--- src/rtl/decoder_bmp.sv ---
// Parses a 24-bit uncompressed BMP byte stream and emits pixel bytes in file order.
// Pixel path latency 1 cycle through a 1-entry output register; source stalls while that register is full and not taken.
module decoder_bmp #(
  parameter logic [15:0] MAX_WIDTH  = 16'd1024,
  parameter logic [15:0] MAX_HEIGHT = 16'd1024
) (
  input  logic        sys_clk_i,
  input  logic        sys_rst_i,
  input  logic        decoder_start_i,
  output logic        decoder_ready_o,
  output logic        decoder_done_o,
  output logic        decoder_err_o,
  output logic [2:0]  decoder_err_code_o,
  input  logic [7:0]  bmp_data_i,
  input  logic        bmp_data_valid_i,
  output logic        bmp_data_ready_o,
  output logic [15:0] img_width_o,
  output logic [15:0] img_height_o,
  output logic [7:0]  pix_data_o,
  output logic        pix_data_valid_o,
  input  logic        pix_data_ready_i,
  output logic        pix_eol_o,
  output logic        pix_last_o
);

  typedef enum logic [2:0] {IDLE, HEADER, SKIP, PIXEL, PAD, DONE, ERROR} state_t;

  state_t      state;
  logic [5:0]  hdr_cnt;
  logic [31:0] off_r, wid_r, hgt_r;
  logic [15:0] bpp_r;
  logic [17:0] col_cnt;
  logic [15:0] row_cnt;
  logic [15:0] skip_cnt;
  logic [1:0]  pad_cnt;

  logic        accept;
  logic [1:0]  lane;
  logic [17:0] row_bytes;
  logic        row_end, last_row, size_ok, off_ok;

  assign decoder_ready_o = (state == IDLE) || (state == ERROR);
  assign img_width_o     = wid_r[15:0];
  assign img_height_o    = hgt_r[15:0];

  always_comb begin
    bmp_data_ready_o = 1'b0;
    case (state)
      HEADER, SKIP, PAD, ERROR: bmp_data_ready_o = 1'b1;
      PIXEL:                    bmp_data_ready_o = !pix_data_valid_o || pix_data_ready_i;
      default:                  bmp_data_ready_o = 1'b0;
    endcase
  end

  assign accept    = bmp_data_valid_i && bmp_data_ready_o;
  // Every little-endian field starts at a byte index with [1:0]==2 except bpp.
  assign lane      = hdr_cnt[1:0] - 2'd2;
  assign row_bytes = {2'b00, wid_r[15:0]} + {1'b0, wid_r[15:0], 1'b0};
  assign row_end   = (col_cnt == row_bytes - 18'd1);
  assign last_row  = (row_cnt == hgt_r[15:0] - 16'd1);
  assign size_ok   = (wid_r[31:16] == 16'd0) && (hgt_r[31:16] == 16'd0) &&
                     (wid_r[15:0] != 16'd0) && (hgt_r[15:0] != 16'd0) &&
                     (wid_r[15:0] <= MAX_WIDTH) && (hgt_r[15:0] <= MAX_HEIGHT);
  assign off_ok    = (off_r[31:16] == 16'd0) && (off_r[15:0] >= 16'd54);

  always_ff @(posedge sys_clk_i) begin
    if (sys_rst_i) begin
      state              <= IDLE;
      hdr_cnt            <= '0;
      off_r              <= '0;
      wid_r              <= '0;
      hgt_r              <= '0;
      bpp_r              <= '0;
      col_cnt            <= '0;
      row_cnt            <= '0;
      skip_cnt           <= '0;
      pad_cnt            <= '0;
      decoder_done_o     <= 1'b0;
      decoder_err_o      <= 1'b0;
      decoder_err_code_o <= '0;
      pix_data_o         <= '0;
      pix_data_valid_o   <= 1'b0;
      pix_eol_o          <= 1'b0;
      pix_last_o         <= 1'b0;
    end else begin
      decoder_done_o <= 1'b0;
      if (pix_data_valid_o && pix_data_ready_i) begin
        pix_data_valid_o <= 1'b0;
        pix_eol_o        <= 1'b0;
        pix_last_o       <= 1'b0;
      end
      case (state)
        IDLE, ERROR: begin
          if (state == ERROR) begin
            pix_data_valid_o <= 1'b0;
            pix_eol_o        <= 1'b0;
            pix_last_o       <= 1'b0;
          end
          if (decoder_start_i) begin
            state              <= HEADER;
            hdr_cnt            <= '0;
            decoder_err_o      <= 1'b0;
            decoder_err_code_o <= '0;
            off_r              <= '0;
            wid_r              <= '0;
            hgt_r              <= '0;
            bpp_r              <= '0;
            col_cnt            <= '0;
            row_cnt            <= '0;
          end
        end
        HEADER: if (accept) begin
          hdr_cnt <= hdr_cnt + 6'd1;
          if (hdr_cnt >= 6'd10 && hdr_cnt <= 6'd13) off_r[{lane, 3'b000} +: 8] <= bmp_data_i;
          if (hdr_cnt >= 6'd18 && hdr_cnt <= 6'd21) wid_r[{lane, 3'b000} +: 8] <= bmp_data_i;
          if (hdr_cnt >= 6'd22 && hdr_cnt <= 6'd25) hgt_r[{lane, 3'b000} +: 8] <= bmp_data_i;
          if (hdr_cnt == 6'd28) bpp_r[7:0]  <= bmp_data_i;
          if (hdr_cnt == 6'd29) bpp_r[15:8] <= bmp_data_i;
          if ((hdr_cnt == 6'd0 && bmp_data_i != 8'h42) || (hdr_cnt == 6'd1 && bmp_data_i != 8'h4D)) begin
            state <= ERROR; decoder_err_o <= 1'b1; decoder_err_code_o <= 3'd1;
          end else if (hdr_cnt == 6'd53) begin
            if (bpp_r != 16'd24) begin
              state <= ERROR; decoder_err_o <= 1'b1; decoder_err_code_o <= 3'd2;
            end else if (!size_ok) begin
              state <= ERROR; decoder_err_o <= 1'b1; decoder_err_code_o <= 3'd3;
            end else if (!off_ok) begin
              state <= ERROR; decoder_err_o <= 1'b1; decoder_err_code_o <= 3'd4;
            end else begin
              state    <= (off_r[15:0] > 16'd54) ? SKIP : PIXEL;
              skip_cnt <= off_r[15:0] - 16'd54;
            end
          end
        end
        SKIP: if (accept) begin
          skip_cnt <= skip_cnt - 16'd1;
          if (skip_cnt == 16'd1) state <= PIXEL;
        end
        PIXEL: if (accept) begin
          pix_data_o       <= bmp_data_i;
          pix_data_valid_o <= 1'b1;
          pix_eol_o        <= row_end;
          pix_last_o       <= row_end && last_row;
          if (row_end) begin
            col_cnt <= '0;
            row_cnt <= row_cnt + 16'd1;
            if (wid_r[1:0] != 2'd0) begin
              state   <= PAD;
              pad_cnt <= wid_r[1:0];
            end else if (last_row) begin
              state <= DONE;
            end
          end else begin
            col_cnt <= col_cnt + 18'd1;
          end
        end
        // row_cnt was already advanced at the row end, so it equals height after the last row.
        PAD: if (accept) begin
          pad_cnt <= pad_cnt - 2'd1;
          if (pad_cnt == 2'd1) state <= (row_cnt == hgt_r[15:0]) ? DONE : PIXEL;
        end
        DONE: if (!pix_data_valid_o) begin
          decoder_done_o <= 1'b1;
          state          <= IDLE;
        end
        default: state <= IDLE;
      endcase
    end
  end

endmodule
--- config.mk ---
export PLATFORM = sky130hd
export DESIGN_NAME = decoder_bmp
export DESIGN_NICKNAME = d
export VERILOG_FILES = /design/src/rtl/decoder_bmp.sv
export SDC_FILE = /design/constraint.sdc
export NUM_CORES = 1
export LEC_CHECK = 0
export ABC_CLOCK_PERIOD_IN_PS = 4510
export BUFFER_PORTS_ARGS = -buffer_cell sky130_fd_sc_hd__clkbuf_2
export CORE_ASPECT_RATIO = 1.1
export CORE_MARGIN = 1
export CORE_UTILIZATION = 49
export DETAILED_ROUTE_END_ITERATION = 10
export PLACE_DENSITY = 0.66
export REMOVE_ABC_BUFFERS = 1
export SYNTH_ARGS = -nofsm -noshare
export SYNTH_HDL_FRONTEND = slang
export SYNTH_SLANG_ARGS = --single-unit
export TNS_END_PERCENT = 50
--- constraint.sdc ---
create_clock -name sys_clk_i -period 4.51 [get_ports sys_clk_i]
set_input_delay 0.2255 -clock sys_clk_i [delete_from_list [all_inputs] [get_ports sys_clk_i]]
set_output_delay 0.2255 -clock sys_clk_i [all_outputs]
set_load 0.02 [all_outputs]
==> impl_metrics.json <==
{
  "die_h_um": 163,
  "core-area_um2": 23000,
  "antenna_cells": 0,
  "crit_path_end_kind": "flip-flop",
  "first_iter_violations": 789,
  "grt_pass1_vias": 9725,
  "ir_worst_vdd_v": 0.000262,
  "final_util_pct": 54.0,
  "gr-usage-all-layers_pct": 27.3,
  "numClockSinks": 189,
  "htree_levels": 4,
  "vias_per_cell": 5.86,
  "ys_ff_latch": 189,
  "setup_tns_ns": 0,
  "vias": 10400,
  "slew_violations": 0,
  "drive_gt1_share_pct": 8.54,
  "synth_cell_types": 72,
  "drt-total-wl_mm": 32.3,
  "firstDrtPassIters": 5,
  "finalCriticalPeriod_ns": 4.15,
  "synth_seq_area_share_pct": 32.8,
  "critPathMaxFanout": 16,
  "cts.clk_slew.worst_paths_ns": 0.07,
  "clock.fmax_mhz": 241,
  "dieWidth_um": 148,
  "cts-root-buf": "clkbuf_16",
  "slew_headroom_pct": 21.6,
  "drc_errors": 0,
  "io_buffers": 62,
  "period_share_pct": 91.9,
  "drv_cap": 0,
  "grt_pass1_wl_mm": 52.0,
  "async_reset_ff_share_pct": 0,
  "cts-resized-gates": 0,
  "fin_nets": 1526,
  "cts_tree": "done",
  "start_kind": "flip-flop",
  "rows": 58,
  "die-area_um2": 24200,
  "boundaryPins": 63,
  "synthFlopType": "dfxtp_1",
  "holdBufCountCts": 0,
  "p_leak_nw": 5.16,
  "antenna_found_initial": 0,
  "worst_pin_slew_ns": 1.17,
  "start_util_pct": 50.1,
  "hold_violations": 0,
  "clockBufferDepth": 2,
  "cp_data_arrival_time_ns": 4.45,
  "yosys_warnings": 0,
  "hpwl_mm": 23.7,
  "hp-class": "input pin to flip-flop",
  "cts_post_setup_buffers_inserted": 0,
  "synth_area_um2": 11500,
  "grt_max_degree": 59,
  "numCtsBuffers": 17,
  "grt_remaining_overflow": 0,
  "outcome": "complete, no violations",
  "power_density_nw_per_um2": 414,
  "skew_ns": 0.0122,
  "rsz0062_at_grt": "no",
  "synth_enable_flop_cells": 0,
  "syn_area_per_cell_um2": 7.83,
  "antenna_left": 0,
  "synth_cells": 1473,
  "place_congestion": 0.954,
  "wl_per_cell_um": 18.2,
  "criticalPathCategory": "flip-flop to flip-flop",
  "setup_viol": 0,
  "clock_latency_ns": 0.44,
  "area_growth_pct": 7.70,
  "critical_path_required_ns": 4.81
}
## worst max-delay path, cell delays in order (launching register included)
cell and delay (ns):
dfxtp_1 0.36, inv_1 0.10, ha_1 0.28, inv_1 0.04, ha_1 0.41, a21oi_1 0.23
o21ai_0 0.23, a21o_1 0.23, or4b_1 0.51, a22o_1 0.21, or4_1 0.69, buf_4 0.30
a211oi_1 0.32, a221oi_1 0.12
## per-stage QoR
| stage | area [µm²] | worst slack (ns) | std cells | hold WS, ns | total power [mW] |
|---|---|---|---|---|---|
| floorplan | 11000 | 0.223 | 1367 | 0.295 | 3.04 |
| global placement | 11800 | 0.502 | 1744 | 0.443 | 3.55 |
| CTS | 12400 | 0.378 | 1776 | 0.143 | 5.15 |
| detailed placement | 11800 | 0.412 | 1744 | 0.445 | 3.55 |
| finish | 12400 | 0.364 | 1776 | 0.150 | 5.15 |
| global route | 12400 | 0.0861 | 1776 | 0.178 | 5.39 |
## area by class of cell
| class | count | area [µm²] |
|---|---|---|
| inverter | 72 | 270 |
| tap | 300 | 375 |
| clock inverter | 15 | 190 |
| sequential | 189 | 3780 |
| clock buffer | 17 | 425 |
| multi-input combinational | 1106 | 6950 |
| fill | 2199 | 10600 |
| timing repair buffer | 77 | 425 |
## logic make-up (layout without fill, tap and decap cells)
logic type                 after synthesis  in the layout  synth area share, %
AOI/OAI and AO/OA                      296            296                 15.4
xor gates and xnor gates                74             74                 5.62
adders and majority gates               50             50                 5.49
buffers and inverters                  178            181                 7.04
DFF                                    189            189                 32.8
muxes                                   88             88                 7.67
and+or+nand+nor                        598            598                 25.9
## power breakdown
| part | internal (mW) | switching (mW) | leakage [nW] |
|---|---|---|---|
| logic | 0.583 | 1.13 | 3.34 |
| registers | 1.74 | 0.0902 | 1.52 |
| clock network | 0.851 | 0.752 | 0.306 |
## Yosys cell counts (all sizes together), types with 6 or more instances
cell type | instances | area [µm²]
a211oi | 11 | 82.6
nand2b | 13 | 81.3
nand4 | 29 | 181
nand3 | 57 | 285
a21oi | 113 | 566
a22oi | 10 | 75.1
mux2i | 88 | 885
xor2 | 31 | 272
o21ai | 81 | 409
o31ai | 7 | 57.6
xnor2 | 43 | 377
nor3 | 42 | 210
dfxtp | 189 | 3780
nor4 | 34 | 213
nor2b | 11 | 68.8
and3 | 15 | 93.8
or2 | 6 | 37.5
nand2 | 139 | 522
a21o | 10 | 75.1
inv | 72 | 270
ha | 49 | 613
clkbuf | 63 | 238
a31oi | 11 | 68.8
and2 | 28 | 175
nor2 | 153 | 574
or4 | 14 | 105
or3 | 26 | 163
buf | 43 | 304
## per-layer routing
layer  wire [µm]  GRT usage [%]
met1       14300           35.6
met2       15100           43.9
met3        1750           4.76
met4        1190           11.9
met5           0              0
## cells in the final DEF (no fill, tap or decap), drive strengths merged, types with 5 or more instances in the layout
cell type | netlist | final
a2111oi | 5 | 5
a211oi | 11 | 11
a21o | 10 | 10
a21oi | 113 | 113
a22oi | 10 | 10
a31oi | 11 | 11
and2 | 28 | 28
and3 | 15 | 15
buf | 43 | 16
clkbuf | 63 | 78
dfxtp | 189 | 189
ha | 49 | 49
inv | 72 | 82
mux2i | 88 | 88
nand2 | 139 | 139
nand2b | 13 | 13
nand3 | 57 | 57
nand4 | 29 | 29
nand4b | 5 | 5
nor2 | 153 | 153
nor2b | 11 | 11
nor3 | 42 | 42
nor4 | 34 | 34
o211ai | 5 | 5
o21ai | 81 | 81
o21bai | 5 | 5
o22ai | 5 | 5
o31ai | 7 | 7
or2 | 6 | 6
or3 | 26 | 26
or4 | 14 | 14
or4b | 5 | 5
xnor2 | 43 | 43
xor2 | 31 | 31
## worst paths after layout
| path | from | end | slack (ns) | cells past startpoint |
|---|---|---|---|---|
| setup / recovery | wid_r[7] | state[0] | 0.36 | 13 |
| hold / removal | bmp_data_i[6] | pix_data_o[6] | 0.15 | 3 |
| setup reg to reg | wid_r[7] | state[0] | 0.36 | 13 |
| hold reg to reg | decoder_err_o | decoder_err_o | 0.45 | 2 |
## registers in the layout (all words and copies together) (netlist names), 2 cells and up
name                cells
decoder_err_code_o      3
skip_cnt               16
pix_data_o              8
hgt_r                  32
col_cnt                18
hdr_cnt                 6
pad_cnt                 2
state                   3
bpp_r                  16
wid_r                  32
off_r                  32
row_cnt                16
(Power assumes the default switching activity.)
